===== config.mk =====
export PLATFORM = sky130hd
export DESIGN_NAME = mem_arbiter
export DESIGN_NICKNAME = d
export VERILOG_FILES = /design/src/rtl/mem_arbiter.sv
export SDC_FILE = /design/constraint.sdc
export NUM_CORES = 1
export LEC_CHECK = 0
export ABC_CLOCK_PERIOD_IN_PS = 3400
export CORE_ASPECT_RATIO = 1.5
export CORE_MARGIN = 10
export CORE_UTILIZATION = 40
export DETAILED_ROUTE_END_ITERATION = 8
export PLACE_DENSITY = 0.74
export RECOVER_POWER = 25
export SLEW_MARGIN = 0
export SYNTH_ARGS = -nofsm -noshare
export SYNTH_HDL_FRONTEND = slang
export SYNTH_SLANG_ARGS = --single-unit

===== constraint.sdc =====
create_clock -name Clk -period 3.4 [get_ports Clk]
set_clock_uncertainty 0.1 [all_clocks]
set_input_delay 0.51 -clock Clk [delete_from_list [all_inputs] [get_ports Clk]]
set_output_delay 0.51 -clock Clk [all_outputs]
set_load 0.005 [all_outputs]

===== src/rtl/mem_arbiter.sv =====
// Two-port memory arbiter: an instruction-fetch port and a data port share one
// fixed-latency memory, with round-robin arbitration when both ask at once.
module mem_arbiter #(
   parameter int WORD_SIZE = 16,
   parameter int LATENCY   = 4
) (
   input  logic                 Clk,
   input  logic                 Reset,
   input  logic                 IReq,
   input  logic [WORD_SIZE-1:0] IAddr,
   output logic                 IReady,
   output logic [WORD_SIZE-1:0] IData,
   input  logic                 DReq,
   input  logic                 DWrite,
   input  logic [WORD_SIZE-1:0] DAddr,
   input  logic [WORD_SIZE-1:0] DWData,
   output logic                 DReady,
   output logic [WORD_SIZE-1:0] DRData,
   output logic                 MemRead,
   output logic                 MemWrite,
   output logic [WORD_SIZE-1:0] MemAddr,
   output logic [WORD_SIZE-1:0] MemWData,
   input  logic [WORD_SIZE-1:0] MemRData,
   output logic [1:0]           dbg_state
);

   // Handshake: a requester raises Req with its address/data and holds it until
   // its Ready pulses; the arbiter samples the request only at the grant edge and
   // a port whose Ready is high in the current cycle cannot be granted again.

   typedef enum logic [1:0] {
      ST_IDLE     = 2'd0,
      ST_I_ACCESS = 2'd1,
      ST_D_ACCESS = 2'd2
   } state_t;

   localparam logic [3:0] LAST_CNT = 4'(LATENCY - 1);

   state_t               state_q, state_d;
   logic [3:0]           cnt_q, cnt_d;
   logic                 last_d_q, last_d_d;
   logic                 write_q, write_d;
   logic [WORD_SIZE-1:0] addr_q, addr_d;
   logic [WORD_SIZE-1:0] wdata_q, wdata_d;
   logic                 mem_read_q, mem_read_d;
   logic                 mem_write_q, mem_write_d;
   logic                 i_ready_q, i_ready_d;
   logic                 d_ready_q, d_ready_d;
   logic [WORD_SIZE-1:0] i_data_q, i_data_d;
   logic [WORD_SIZE-1:0] d_rdata_q, d_rdata_d;
   logic                 i_elig;
   logic                 d_elig;

   assign i_elig = IReq & ~i_ready_q;
   assign d_elig = DReq & ~d_ready_q;

   always_comb begin
      state_d     = state_q;
      cnt_d       = cnt_q;
      last_d_d    = last_d_q;
      write_d     = write_q;
      addr_d      = addr_q;
      wdata_d     = wdata_q;
      mem_read_d  = mem_read_q;
      mem_write_d = mem_write_q;
      i_ready_d   = 1'b0;
      d_ready_d   = 1'b0;
      i_data_d    = i_data_q;
      d_rdata_d   = d_rdata_q;

      case (state_q)
         ST_IDLE: begin
            mem_read_d  = 1'b0;
            mem_write_d = 1'b0;
            // D wins a tie unless D was the most recently completed grant.
            if (d_elig && (!i_elig || !last_d_q)) begin
               state_d     = ST_D_ACCESS;
               cnt_d       = 4'd0;
               addr_d      = DAddr;
               wdata_d     = DWData;
               write_d     = DWrite;
               mem_read_d  = ~DWrite;
               mem_write_d = DWrite;
            end else if (i_elig) begin
               state_d     = ST_I_ACCESS;
               cnt_d       = 4'd0;
               addr_d      = IAddr;
               write_d     = 1'b0;
               mem_read_d  = 1'b1;
            end
         end
         ST_I_ACCESS, ST_D_ACCESS: begin
            if (cnt_q == LAST_CNT) begin
               state_d     = ST_IDLE;
               cnt_d       = 4'd0;
               mem_read_d  = 1'b0;
               mem_write_d = 1'b0;
               last_d_d    = (state_q == ST_D_ACCESS);
               if (state_q == ST_I_ACCESS) begin
                  i_ready_d = 1'b1;
                  i_data_d  = MemRData;
               end else begin
                  d_ready_d = 1'b1;
                  if (!write_q) begin
                     d_rdata_d = MemRData;
                  end
               end
            end else begin
               cnt_d = cnt_q + 4'd1;
            end
         end
         default: begin
            state_d     = ST_IDLE;
            mem_read_d  = 1'b0;
            mem_write_d = 1'b0;
         end
      endcase
   end

   always_ff @(posedge Clk or posedge Reset) begin
      if (Reset) begin
         state_q     <= ST_IDLE;
         cnt_q       <= 4'd0;
         last_d_q    <= 1'b0;
         write_q     <= 1'b0;
         addr_q      <= '0;
         wdata_q     <= '0;
         mem_read_q  <= 1'b0;
         mem_write_q <= 1'b0;
         i_ready_q   <= 1'b0;
         d_ready_q   <= 1'b0;
         i_data_q    <= '0;
         d_rdata_q   <= '0;
      end else begin
         state_q     <= state_d;
         cnt_q       <= cnt_d;
         last_d_q    <= last_d_d;
         write_q     <= write_d;
         addr_q      <= addr_d;
         wdata_q     <= wdata_d;
         mem_read_q  <= mem_read_d;
         mem_write_q <= mem_write_d;
         i_ready_q   <= i_ready_d;
         d_ready_q   <= d_ready_d;
         i_data_q    <= i_data_d;
         d_rdata_q   <= d_rdata_d;
      end
   end

   assign IReady    = i_ready_q;
   assign IData     = i_data_q;
   assign DReady    = d_ready_q;
   assign DRData    = d_rdata_q;
   assign MemRead   = mem_read_q;
   assign MemWrite  = mem_write_q;
   assign MemAddr   = addr_q;
   assign MemWData  = wdata_q;
   assign dbg_state = state_q;

endmodule


==> impl_results.md <==
- Bufs on Longest Clock Path: 2
- Combined area of the multi-input logic cells: between 1000 and 1500 um2
- Internal: roughly 3200 uW
- Slew HR: -27.7%
- Clock slew at reported path FFs: 0.06 ns
- Sequential standard cell area: between 1500 and 2000 um2
- Post-synthesis sequential area ratio: 55.0%
- Post-CTS setup buffers: 0
- R2R Setup Slk: approximately 0.86 ns
- H-tree Lvls: 3
- # DRC: 0
- Critical path type: in -> async
- Switching Fraction: between 20 and 30%
- Worst setup EP type: asynchronous set/reset pin
- WL final: between 9 and 10 mm
- WL met1: slightly below 4 mm
- First-pass GRT wire length: between 15 and 20 mm
- Final hold violations: 0
- Highest clock rate: just under 400 MHz
- Ys Warns: 0
- Placed Cells incl. Taps: slightly above 500
- Reg power frac: a little over a third
- First-pass DRT Iterations: 4
- Max stage delay on crit path: ~1.4 ns
- Yosys reg bits: 76
- Die ar.: ~13000 um2
- Leak: between 0.002 and 0.0025 uW
- Pwr dens: around 860 nW/um2
- Die X-Extent: between 90 and 100 um
- Layout Utilization: around 62%
- Tcrit/Tclk final: between 70% and 80%
- Status: finished, violations left
- Non-filler instance count after layout: 523
- Combinational cell fraction of total power: 43.0%
- Antenna violations before repair: 0
- Clock share of power: ~22%
- Final setup fails: 0
- Initial DRC Count: ~140
- Root Buffer Master: clkbuf_16
- Post-CTS sizing: 0
- Post-synth ARST share: 100%
- Die H: around 130 um
- Wire length on met3: a little over 800 um
- RePlAce Congestion: 0.753
- DR vias/cell: roughly 5.4
- Fillers: between 600 and 700
- Wire length on met2: between 5 and 6 mm
- Post-synthesis average cell area: around 13 um2
- GRT Overall Usage: approximately 16%
- Worst-margin pin slew: around 1.9 ns
- Core box area: about 8400 um2
- Max-slew violation count: 77
- Crit path cell chain: dlygate4sd3_1, clkinv_1, clkbuf_2
- Synthesized instance count: roughly 280
- Unique masters post-synth: 39
- Io pins: between 100 and 150
- CP max-delay cell: clkbuf_2
- Sw Pwr: around 1300 uW
- FP Rows: 41
- RSZ-0062 raised after global routing: false
- Hold WS: 0.383 ns
- Clock sink count: between 70 and 80
- Layout cell share with drive strength beyond 1: 16.6%
- Total CTS buffers: 9
- Top FF cell, synth: dfrtp_1
- Most frequent cells in the layout: clkdlybuf4s50_1 (137), dfrtp_1 (76), mux2_2 (41)
- Cts hold-fix bufs: 0
- Worst Hold Class: reg -> reg
- Placed wire-length estimate: about 7.3 mm
- DRT antenna net count: 0
- Final #Nets: roughly 480
- Overflow after GRT: 0
- Via count: around 2.8k
- Violated checks: capacitance limit, slew limit
- Worst-Skew Late Latency: around 0.33 ns
- Routed length per placed instance: roughly 19 um
- Total Neg Setup Slack: 0 ns
- Worst vdd ir: slightly below 0.0004 V
- CP Data Required Time: 3.37 ns
- Highest metal used: met4
- Area Overhead vs Synth: 51.5%
- Number of buffers added on ports: around 140
- Max Fanout on Critical Path: 76
- N_diodes: 0
- Max_cap viols: 1
- CTS tree: built
- Number of synthesized flops with an enable pin: 0
- Starting Density: between 40% and 50%
- Syn_nets: about 350
- Worst setup SP type: input pin
- Largest net degree at the start of global routing: 77
- Critical path data arrival time: 2.51 ns
- Post-Syn Area: roughly 3500 um2
- Min cycle time layout: 2.54 ns
- CP delay by family, top: buffers and inverters
- Vias in the first global route: 2926
- Crit path buf inv count: 3
- Most common cell after layout, fill and taps aside: clkdlybuf4s50_1
kinds of logic (layout without fill, tap and decap cells):
family / Yosys count / in the layout / share of synthesized area (%)
compound gates: 62 / 62 / 13.1
fa+ha+maj: 4 / 4 / 1.45
buf+inv: 39 / 180 / 4.70
flops: 76 / 76 / 55.0
mux: 51 / 51 / 16.6
simple gates: 43 / 43 / 9.19
final timing paths:
kind / from / cells after the start / end
worst max-delay path: Reset / 3 / IData[14]
worst min-delay path: MemWData[4] / 1 / MemWData[4]
worst max register to register: dbg_state[1] / 4 / DRData[12]
worst min register to register: MemWData[4] / 1 / MemWData[4]
max in group Clk: dbg_state[1] / 4 / DRData[12]
min in group asynchronous: Reset / 3 / MemWData[11]
layer usage:
layer	vias up	global-route usage, %
met1	1412	17.6
li1	1294	-
met5	-	0
met4	0	5.35
met2	105	26.6
met3	12	6.03
cell type report:
type                            count  area share (%)
Sequential cell                    76            36.3
Inverter                           21            1.50
Tap cell                          107            2.55
Timing Repair Buffer              143            27.0
Clock inverter                      7            1.74
Clock buffer                        9            4.30
Multi-Input combinational cell    160            26.6
Yosys cell counts, drive strengths merged (3+ instances only):
master  instances  share of area (%)
dfrtp          76                 55
mux2           50                 16
inv            21                2.3
and3b          17                4.3
o21ai          17                2.5
a221oi         16                4.1
a22oi          16                3.5
clkbuf         10                1.1
buf             8                1.3
ha              4                1.4
nor2            4               0.43
nor2b           4               0.72
nand3           3               0.43
nand4           3               0.54
power by group through the flow:
| stage | sequential [uW] | combinational (uW) | clock (uW) |
|---|---|---|---|
| finish | 1570 | 1940 | 1010 |
| floorplan | 1600 | 799 | 0 |
| detailed placement | 1580 | 1980 | 0 |
| CTS | 1570 | 1990 | 1030 |
| global placement | 1560 | 1940 | 0 |
| global route | 1620 | 2120 | 1070 |
flip-flops by register name (all words and copies together) (netlist names):
name       flops
DRData        16
IData         16
MemAddr       16
MemWData      16
cnt_q          4
dbg_state      2
DReady         1
IReady         1
MemRead        1
MemWrite       1
last_d_q       1
write_q        1
per-stage QoR:
stage / instance area, um2 / power (uW) / setup slack (ns)
6_report: 5240 / 4520 / 0.856
5_1_grt: 5240 / 4800 / 0.509
4_1_cts: 5260 / 4600 / 0.714
3_5_place_dp: 4940 / 3560 / 0.774
3_3_place_gp: 4940 / 3500 / 0.821
2_1_floorplan: 3460 / 2390 / 0.852
worst reg2reg max path: cells and delay by family (launching register included):
family / cells / cell delay [ns]
flops: 1 / 0.39
simple gates: 1 / 0.77
fa+ha+maj: 1 / 0.52
buf+inv: 1 / 0.08
mux: 1 / 0.56
Power figures use the tool's default switching activity.
